## src/rtl/fazyrv_rf_pkg.sv

```systemverilog
// Shared definitions for the FazyRV register-file access sequencer.
// Latency: n/a (types, constants and helper functions only).
// Backpressure: n/a.
//
// Contents: sequencer state enum, beat-count helper, legal chunk-size check.

package fazyrv_rf_pkg;

   typedef enum logic [2:0] {
      IDLE,
      READ,
      LOAD,
      SHIFT,
      WRITE
   } rf_seq_state_t;

   // Number of CHUNKSIZE-wide beats needed to move one register word.
   function automatic int rf_nbeat(input int regw, input int chunksize);
      return regw / chunksize;
   endfunction

   // The datapath supports 1, 2, 4 or 8 bits per beat, and the register
   // word must split into a whole number of beats.
   function automatic bit rf_chunk_legal(input int chunksize, input int regw);
      return ((chunksize == 1) || (chunksize == 2) || (chunksize == 4) ||
              (chunksize == 8)) && ((regw % chunksize) == 0);
   endfunction

endpackage

```

## src/rtl/fazyrv_rf_shreg.sv

```systemverilog
// REGW-bit shift register with parallel load and CHUNKSIZE-bit right shift.
// Latency: load or shift takes effect on the next rising edge.
// Backpressure: none; the owner decides when to load or shift.
//
// Ports: i_clk, i_rst_n (sync, active-low), i_ld/i_ld_dat parallel load,
//        i_shift/i_shift_in right shift with new bits entering at the MSB,
//        o_q current register contents.

module fazyrv_rf_shreg
   import fazyrv_rf_pkg::*;
#(
   parameter int REGW      = 32,
   parameter int CHUNKSIZE = 8
) (
   input  logic                 i_clk,
   input  logic                 i_rst_n,
   input  logic                 i_ld,
   input  logic [REGW-1:0]      i_ld_dat,
   input  logic                 i_shift,
   input  logic [CHUNKSIZE-1:0] i_shift_in,
   output logic [REGW-1:0]      o_q
);

   logic [REGW-1:0] r_q;

   // Load wins over shift; the sequencer never asserts both together.
   always_ff @(posedge i_clk) begin
      if (!i_rst_n) begin
         r_q <= '0;
      end else if (i_ld) begin
         r_q <= i_ld_dat;
      end else if (i_shift) begin
         r_q <= {i_shift_in, r_q[REGW-1:CHUNKSIZE]};
      end
   end

   assign o_q = r_q;

endmodule

```

## src/rtl/fazyrv_rf_seq.sv

```systemverilog
// Register-file sequencer: reads rs from the single-port RAM, streams it LSB
//   first in CHUNKSIZE beats while collecting rd chunks, then writes rd back.
// Latency: first beat 3 cycles after start; WRITE/done_o at 3+NBEAT (+stalls).
// Backpressure: chunk_rdy_i low in SHIFT freezes data, counter and state.
//
// Ports: clk_i, rst_in (sync, active-low); start_i/rs_adr_i/rd_adr_i/rd_we_i
//        request; chunk_vld_o/chunk_rdy_i/rs_chunk_o/rd_chunk_i beat stream;
//        busy_o, done_o status; ram_* registered RAM request and read data.
// Optional feature: define FAZYRV_RF_X0_GUARD_EN to make x0 read as zero and
//        suppress writes to x0 inside this block.

module fazyrv_rf_seq
   import fazyrv_rf_pkg::*;
#(
   parameter int CHUNKSIZE = 8,
   parameter int REGW      = 32,
   parameter int ADRW      = 5
) (
   input  logic                 clk_i,
   input  logic                 rst_in,
   input  logic                 start_i,
   input  logic [ADRW-1:0]      rs_adr_i,
   input  logic [ADRW-1:0]      rd_adr_i,
   input  logic                 rd_we_i,
   output logic                 chunk_vld_o,
   input  logic                 chunk_rdy_i,
   output logic [CHUNKSIZE-1:0] rs_chunk_o,
   input  logic [CHUNKSIZE-1:0] rd_chunk_i,
   output logic                 busy_o,
   output logic                 done_o,
   output logic                 ram_we_o,
   output logic [ADRW-1:0]      ram_waddr_o,
   output logic [ADRW-1:0]      ram_raddr_o,
   output logic [REGW-1:0]      ram_wdata_o,
   input  logic [REGW-1:0]      ram_rdata_i
);

   localparam int NBEAT = rf_nbeat(REGW, CHUNKSIZE);
   localparam int CNTW  = (NBEAT > 1) ? $clog2(NBEAT) : 1;

   generate
      if (!rf_chunk_legal(CHUNKSIZE, REGW)) begin : g_bad_chunksize
         $error("fazyrv_rf_seq: CHUNKSIZE must be 1, 2, 4 or 8 and divide REGW");
      end
   endgenerate

   rf_seq_state_t   r_state;
   rf_seq_state_t   w_state_nxt;

   logic [ADRW-1:0] r_rs_adr;
   logic [ADRW-1:0] r_rd_adr;
   logic            r_rd_we;
   logic            r_ram_we;
   logic [CNTW-1:0] r_cnt;

   logic            w_start;
   logic            w_load;
   logic            w_vld;
   logic            w_beat;
   logic            w_we_nxt;
   logic [REGW-1:0] w_ld_dat;
   logic [REGW-1:0] w_rd_q;
   logic [REGW-1:0] w_wr_q;
   logic            w_unused_rd_hi;

   // ---------------------------------------------------------------------
   // FSM
   // ---------------------------------------------------------------------
   always_ff @(posedge clk_i) begin
      if (!rst_in) begin
         r_state <= IDLE;
      end else begin
         r_state <= w_state_nxt;
      end
   end

   always_comb begin
      w_state_nxt = r_state;
      w_start     = 1'b0;
      w_load      = 1'b0;
      w_vld       = 1'b0;
      case (r_state)
         IDLE: begin
            if (start_i) begin
               w_start     = 1'b1;
               w_state_nxt = READ;
            end
         end
         // RAM samples ram_raddr_o during this cycle.
         READ:  w_state_nxt = LOAD;
         LOAD: begin
            w_load      = 1'b1;
            w_state_nxt = SHIFT;
         end
         SHIFT: begin
            w_vld = 1'b1;
            if (chunk_rdy_i && (r_cnt == '0)) begin
               w_state_nxt = WRITE;
            end
         end
         WRITE:   w_state_nxt = IDLE;
         default: w_state_nxt = IDLE;
      endcase
   end

   assign w_beat = w_vld & chunk_rdy_i;

   // ---------------------------------------------------------------------
   // x0 handling
   // ---------------------------------------------------------------------
`ifdef FAZYRV_RF_X0_GUARD_EN
   assign w_ld_dat = (r_rs_adr == '0) ? '0 : ram_rdata_i;
   assign w_we_nxt = (w_state_nxt == WRITE) && r_rd_we && (r_rd_adr != '0);
`else
   assign w_ld_dat = ram_rdata_i;
   assign w_we_nxt = (w_state_nxt == WRITE) && r_rd_we;
`endif

   // ---------------------------------------------------------------------
   // Request latch, beat counter, registered write enable
   // ---------------------------------------------------------------------
   // ram_we_o is computed one cycle early from the next state so that it is
   // a plain flop that is high exactly during WRITE; a sync reset clears it
   // on the same edge that forces the FSM back to IDLE.
   always_ff @(posedge clk_i) begin
      if (!rst_in) begin
         r_rs_adr <= '0;
         r_rd_adr <= '0;
         r_rd_we  <= 1'b0;
         r_ram_we <= 1'b0;
         r_cnt    <= '0;
      end else begin
         if (w_start) begin
            r_rs_adr <= rs_adr_i;
            r_rd_adr <= rd_adr_i;
            r_rd_we  <= rd_we_i;
         end
         if (w_load) begin
            r_cnt <= CNTW'(NBEAT - 1);
         end else if (w_beat) begin
            r_cnt <= r_cnt - CNTW'(1);
         end
         r_ram_we <= w_we_nxt;
      end
   end

   // ---------------------------------------------------------------------
   // Source and result shift registers
   // ---------------------------------------------------------------------
   fazyrv_rf_shreg #(
      .REGW      (REGW),
      .CHUNKSIZE (CHUNKSIZE)
   ) u_rd_shreg (
      .i_clk      (clk_i),
      .i_rst_n    (rst_in),
      .i_ld       (w_load),
      .i_ld_dat   (w_ld_dat),
      .i_shift    (w_beat),
      .i_shift_in ({CHUNKSIZE{1'b0}}),
      .o_q        (w_rd_q)
   );

   // Cleared in LOAD so a transfer never carries bits from the previous one;
   // after NBEAT beats every bit has been replaced by a result chunk anyway.
   fazyrv_rf_shreg #(
      .REGW      (REGW),
      .CHUNKSIZE (CHUNKSIZE)
   ) u_wr_shreg (
      .i_clk      (clk_i),
      .i_rst_n    (rst_in),
      .i_ld       (w_load),
      .i_ld_dat   ({REGW{1'b0}}),
      .i_shift    (w_beat),
      .i_shift_in (rd_chunk_i),
      .o_q        (w_wr_q)
   );

   // Only the low chunk of the source register is visible to the datapath.
   assign w_unused_rd_hi = ^w_rd_q[REGW-1:CHUNKSIZE];

   // ---------------------------------------------------------------------
   // Outputs
   // ---------------------------------------------------------------------
   assign chunk_vld_o = w_vld;
   assign rs_chunk_o  = w_rd_q[CHUNKSIZE-1:0];
   assign busy_o      = (r_state != IDLE);
   assign done_o      = (r_state == WRITE);
   assign ram_we_o    = r_ram_we;
   assign ram_waddr_o = r_rd_adr;
   assign ram_raddr_o = r_rs_adr;
   assign ram_wdata_o = w_wr_q;

endmodule

```

## config.mk

```make
export PLATFORM = sky130hd
export DESIGN_NAME = fazyrv_rf_seq
export DESIGN_NICKNAME = d
export VERILOG_FILES = /design/src/rtl/fazyrv_rf_pkg.sv /design/src/rtl/fazyrv_rf_shreg.sv /design/src/rtl/fazyrv_rf_seq.sv
export SDC_FILE = /design/constraint.sdc
export NUM_CORES = 1
export LEC_CHECK = 0
export ABC_AREA = 1
export BUFFER_PORTS_ARGS = -buffer_cell sky130_fd_sc_hd__buf_4
export CAP_MARGIN = 20
export CORE_MARGIN = 2
export CORE_UTILIZATION = 50
export CTS_CLUSTER_DIAMETER = 40
export DETAILED_ROUTE_END_ITERATION = 6
export HOLD_SLACK_MARGIN = 0.06
export PLACE_DENSITY_LB_ADDON = 0.3
export SLEW_MARGIN = 20
export SYNTH_ARGS = -nofsm -noshare
export SYNTH_HDL_FRONTEND = slang
export SYNTH_HIERARCHICAL = 1
export SYNTH_SLANG_ARGS = --single-unit
```

## constraint.sdc

```tcl
create_clock -name clk_i -period 1.6 [get_ports clk_i]
set_clock_uncertainty 0.05 [all_clocks]
set_input_delay 0.16 -clock clk_i [delete_from_list [all_inputs] [get_ports clk_i]]
set_output_delay 0.16 -clock clk_i [all_outputs]
set_load 0.1 [all_outputs]
```

# Word-level counts from Yosys, hierarchy flattened
# Index checks and enable logic that the tools add are counted.
[totals]
register_bits = 81
wordCells = 34
in_bits = 55
[classes]
n_bitwise = 2
muxes = 11
reduce_logical = 7
add_sub_neg = 1
n_eq_ne = 5
[ops]
columns = ["operator", "count"]
rows = [
  ["$mux W32", 2],
  ["$pmux W3 S4", 1],
  ["$eq A3 B2 Y1 const B", 2],
  ["$eq A3 B3 Y1 const B", 2],
  ["$mux W3", 2],
  ["$mux W1", 4],
  ["$mux W2", 2],
  ["$eq A3 B1 Y1 const B", 1],
  ["$logic_not A3 Y1", 1],
  ["$reduce_bool A3 Y1", 1],
  ["$logic_and A1 B1 Y1", 2],
  ["$logic_not A2 Y1", 1],
  ["$reduce_bool A2 Y1", 1],
  ["$reduce_or A2 Y1", 1],
  ["$sub A2 B1 Y2 const B", 1],
  ["$and A1 B1 Y1", 1],
  ["$not A1 Y1", 1],
]

# Longest topological paths before layout
[logic_depth]
depth_word = 6
mapped_depth = 10
mapped_depth_nobuf = 8

# By module
# The synthesis kept the hierarchy.
[modules_own_cells]
columns = ["module", "cells_per_inst", "area_per_inst_um2", "instances"]
rows = [
  ["fazyrv_rf_shreg", 265, 1640.3, 2],
  ["fazyrv_rf_seq", 95, 797.0, 1],
]

# Least setup slack after synthesis
# No wires, ideal clock.
[synth_timing]
path_kind = "flip-flop to output port"
start = "register r_state[2]"
end = "output port done_o"
arrival_ns = 2.600
path_buffers = 1
slack_ns = -1.210
path_stages_with_launch = 4
path_cell_list = "dfxtp_1 inv_2 buf_2 nor3_1"
[synth_via]
elab_chain_len = 1
[synth_rtl]
columns = ["item", "line", "source"]
rows = [
  ["start, declared", "fazyrv_rf_seq.sv:47", "rf_seq_state_t r_state;"],
  ["start signal, assigned", "fazyrv_rf_seq.sv:73", "r_state <= w_state_nxt;"],
  ["$eq A3 B3 Y1", "fazyrv_rf_seq.sv:187", "assign done_o = (r_state == WRITE);"],
  ["end, declared", "fazyrv_rf_seq.sv:30", "output logic done_o,"],
]
# Every way passes these cells.

# Worst setup path in the final report
[layout_timing]
start = "register r_state[2]"
end = "output port chunk_vld_o"
[layout_via]
elab_chain_len = 2
[layout_rtl]
columns = ["item", "line", "source"]
rows = [
  ["$eq A3 B2 Y1", "fazyrv_rf_seq.sv:82", "case (r_state)"],
  ["$mux W1", "fazyrv_rf_seq.sv:82", ""],
  ["end, declared", "fazyrv_rf_seq.sv:25", "output logic chunk_vld_o,"],
]
# Every way passes these cells.

==> flow_summary.json <==
{
  "fp.dieH_um": 94.3,
  "synth_area_per_cell_um2": 6.52,
  "ant_nets": 0,
  "hpwl_um": 6980,
  "initial_utilization_pct": 52.2,
  "hold_path.class": "input pin to register",
  "crit_fanout": 15,
  "die_area_um2": 8890,
  "synth_cell_types": 25,
  "diodes": 0,
  "hold_viol_final": 0,
  "worstPathCellList": "inv_2 > buf_12 > nand2_2 > nor2_4 > buf_12",
  "final.setup.tns_ps": 0,
  "drcViolationCount": 0,
  "worstSkewPairLatency_ps": 350,
  "slowest_delay_ps": 330,
  "grt.overflow.total": 0,
  "grt_pass1_wl_um": 17100,
  "ir_worst_vdd_uv": 632,
  "critPathArrivalTime_ps": 1310,
  "ys_seq_elements": 81,
  "ys_seq_area_share_pct": 39.8,
  "synth_mux_area_share_pct": 0,
  "final_nets": 837,
  "synth_fa_ha_area_share_pct": 0.307,
  "final_common_cell": "nand2_1",
  "fmaxAchievable_mhz": 656,
  "utilization_pct": 70.9,
  "cts_tree": "yes",
  "postSynthCellCount": 625,
  "antenna_found_initial": 0,
  "track_usage_pct": 23.7,
  "final.period_utilization_pct": 95.3,
  "synthSimpleGateAreaFrac_pct": 37.7,
  "multi_input_area_um2": 2050,
  "syn_area_um2": 4080,
  "drv_slew": 0,
  "pin_count": 109,
  "routed_wl_um": 10500,
  "grt_max_degree": 34,
  "fill_cells": 675,
  "htree_levels": 3,
  "clock_sinks": 81,
  "status": "completed",
  "ctsLongestPathBuffers": 2,
  "layout_common_cells": "288 x nand2_1, 117 x buf_4, 80 x dfxtp_1",
  "drive_gt1_share_pct": 22.1,
  "num_rows": 32,
  "dieWidth_um": 94.3,
  "cp-start-kind": "register",
  "p_leak_nw": 2.80,
  "rsz0062_at_grt": "no",
  "portBuffers": 108,
  "period_needed_ps": 1520,
  "worst_pin_slew_ps": 547,
  "routabilityCongestion": 0.809,
  "end_kind": "output port",
  "route.vias.total": 4220,
  "p_per_area_nw_per_um2": 1050,
  "grt_pass1_vias": 3916,
  "worstSetupPathType": "register to output port",
  "core_area_um2": 7810,
  "setup_violations": 0,
  "avgViaCountPerCell": 4.75,
  "cp.required_ps": 1390,
  "cts_root_buf": "clkbuf_8",
  "syn2layout_area_growth_pct": 35.8,
  "cts_buffers": 9,
  "synth_compound_area_share_pct": 7.89,
  "drtIter0Drc": 169,
  "synth_xor_xnor_area_share_pct": 0,
  "path_clk_slew_ps": 80,
  "yosys_warnings": 6,
  "synth_top_family_by_area": "simple AND/OR/NAND/NOR gates",
  "slew_headroom_pct": 63.5,
  "slowest_stage": "dfxtp_1",
  "seq_area_um2": 1620,
  "avgRoutedWirePerCell_um": 11.8,
  "drv_cap": 0,
  "dr.pass1.iters": 4,
  "crit_top_cell": "buf_12"
}
what timing repair did:
action,4_1_cts,5_1_grt
endpoints found under the setup margin,1,66
endpoints found under the hold margin,16,0
buffers inserted,0,3
hold buffers,16,0
pin swaps,0,1
cloned,0,1
resized for setup,4,10
logic make-up after synthesis:
group,count (synthesis)
AOI/OAI and AO/OA,59
adders and majority gates,1
buffers and inverters,118
DFF,81
other,1
and+or+nand+nor,365
through the flow:
stage	worst slack (ps)	hold slack, ps	std cells	instance area [um^2]	power, mW
after floorplan	58.5	208	664	4240	4.02
after global placement	102	346	852	5120	4.45
after detailed placement	24.1	351	852	5120	4.48
after CTS	5.25	60.3	884	5460	5.80
after global routing	5.40	82.3	888	5540	6.11
final	75.1	70.9	888	5540	5.83
Yosys cell counts (all sizes together):
| library cell | number | area share (%) |
|---|---|---|
| nand3 | 47 | 6.1 |
| conb | 1 | 0.092 |
| nor2 | 8 | 1.8 |
| nand4 | 12 | 1.8 |
| o21ai | 2 | 0.25 |
| a21oi | 57 | 7.6 |
| clkbuf | 4 | 0.37 |
| buf | 35 | 6.6 |
| nor3 | 1 | 0.12 |
| ha | 1 | 0.31 |
| inv | 79 | 7.3 |
| dfxtp | 81 | 40 |
| nand2 | 297 | 28 |
path summary, 6_finish.rpt:
| check | start | to | slack, ps | cells past startpoint |
|---|---|---|---|---|
| setup / recovery | r_state[2]$_SDFF_PN0_ | chunk_vld_o | 80 | 5 |
| hold / removal | ram_rdata_i[5] | u_rd_shreg/o_q[5]$_SDFFE_PN0P_ | 70 | 5 |
| setup reg to reg | r_state[0]$_SDFF_PN0_ | u_wr_shreg/o_q[31]$_SDFFE_PN0P_ | 150 | 10 |
| hold reg to reg | r_rd_we$_SDFFE_PN0P_ | ram_we_o$_SDFF_PN0_ | 390 | 2 |
layout make-up:
class / count / area share (%)
clock buffers: 11 / 2.37
repair buffers: 145 / 23.0
well taps: 102 / 2.30
inverters: 79 / 5.49
flip-flops and latches: 81 / 29.3
clock inverters: 5 / 0.587
multi-input cells: 465 / 36.9
worst max-delay path, delay by kind of cell, from the launching register on:
| kind | cells | cell delay [ps] |
|---|---|---|
| buf+inv | 3 | 430 |
| flops | 1 | 330 |
| simple gates | 2 | 200 |
registers in the layout (all words and copies together) (netlist names):
name,count
r_cnt,2
r_rd_we,1
r_state,3
ram_raddr_o,5
ram_waddr_o,5
ram_we_o,1
u_rd_shreg/o_q,32
u_wr_shreg/o_q,32
report_power, final:
group | total (mW) | switching [mW] | leakage [nW] | internal [mW]
Clock | 1.30 | 0.737 | 0.0753 | 0.559
Combinational | 2.18 | 1.55 | 2.07 | 0.629
Sequential | 2.36 | 0.139 | 0.662 | 2.22
Total | 5.83 | 2.42 | 2.80 | 3.41
per-layer routing:
layer	track usage [%]	vias to the layer above	share of wire (%)
met1	30.1	1908	46
met3	5.14	19	5.7
met5	0	-	0
li1	-	2173	-
met4	8.70	0	1.8
met2	39.6	120	47
Note: power is estimated with default switching activity, not from simulation.
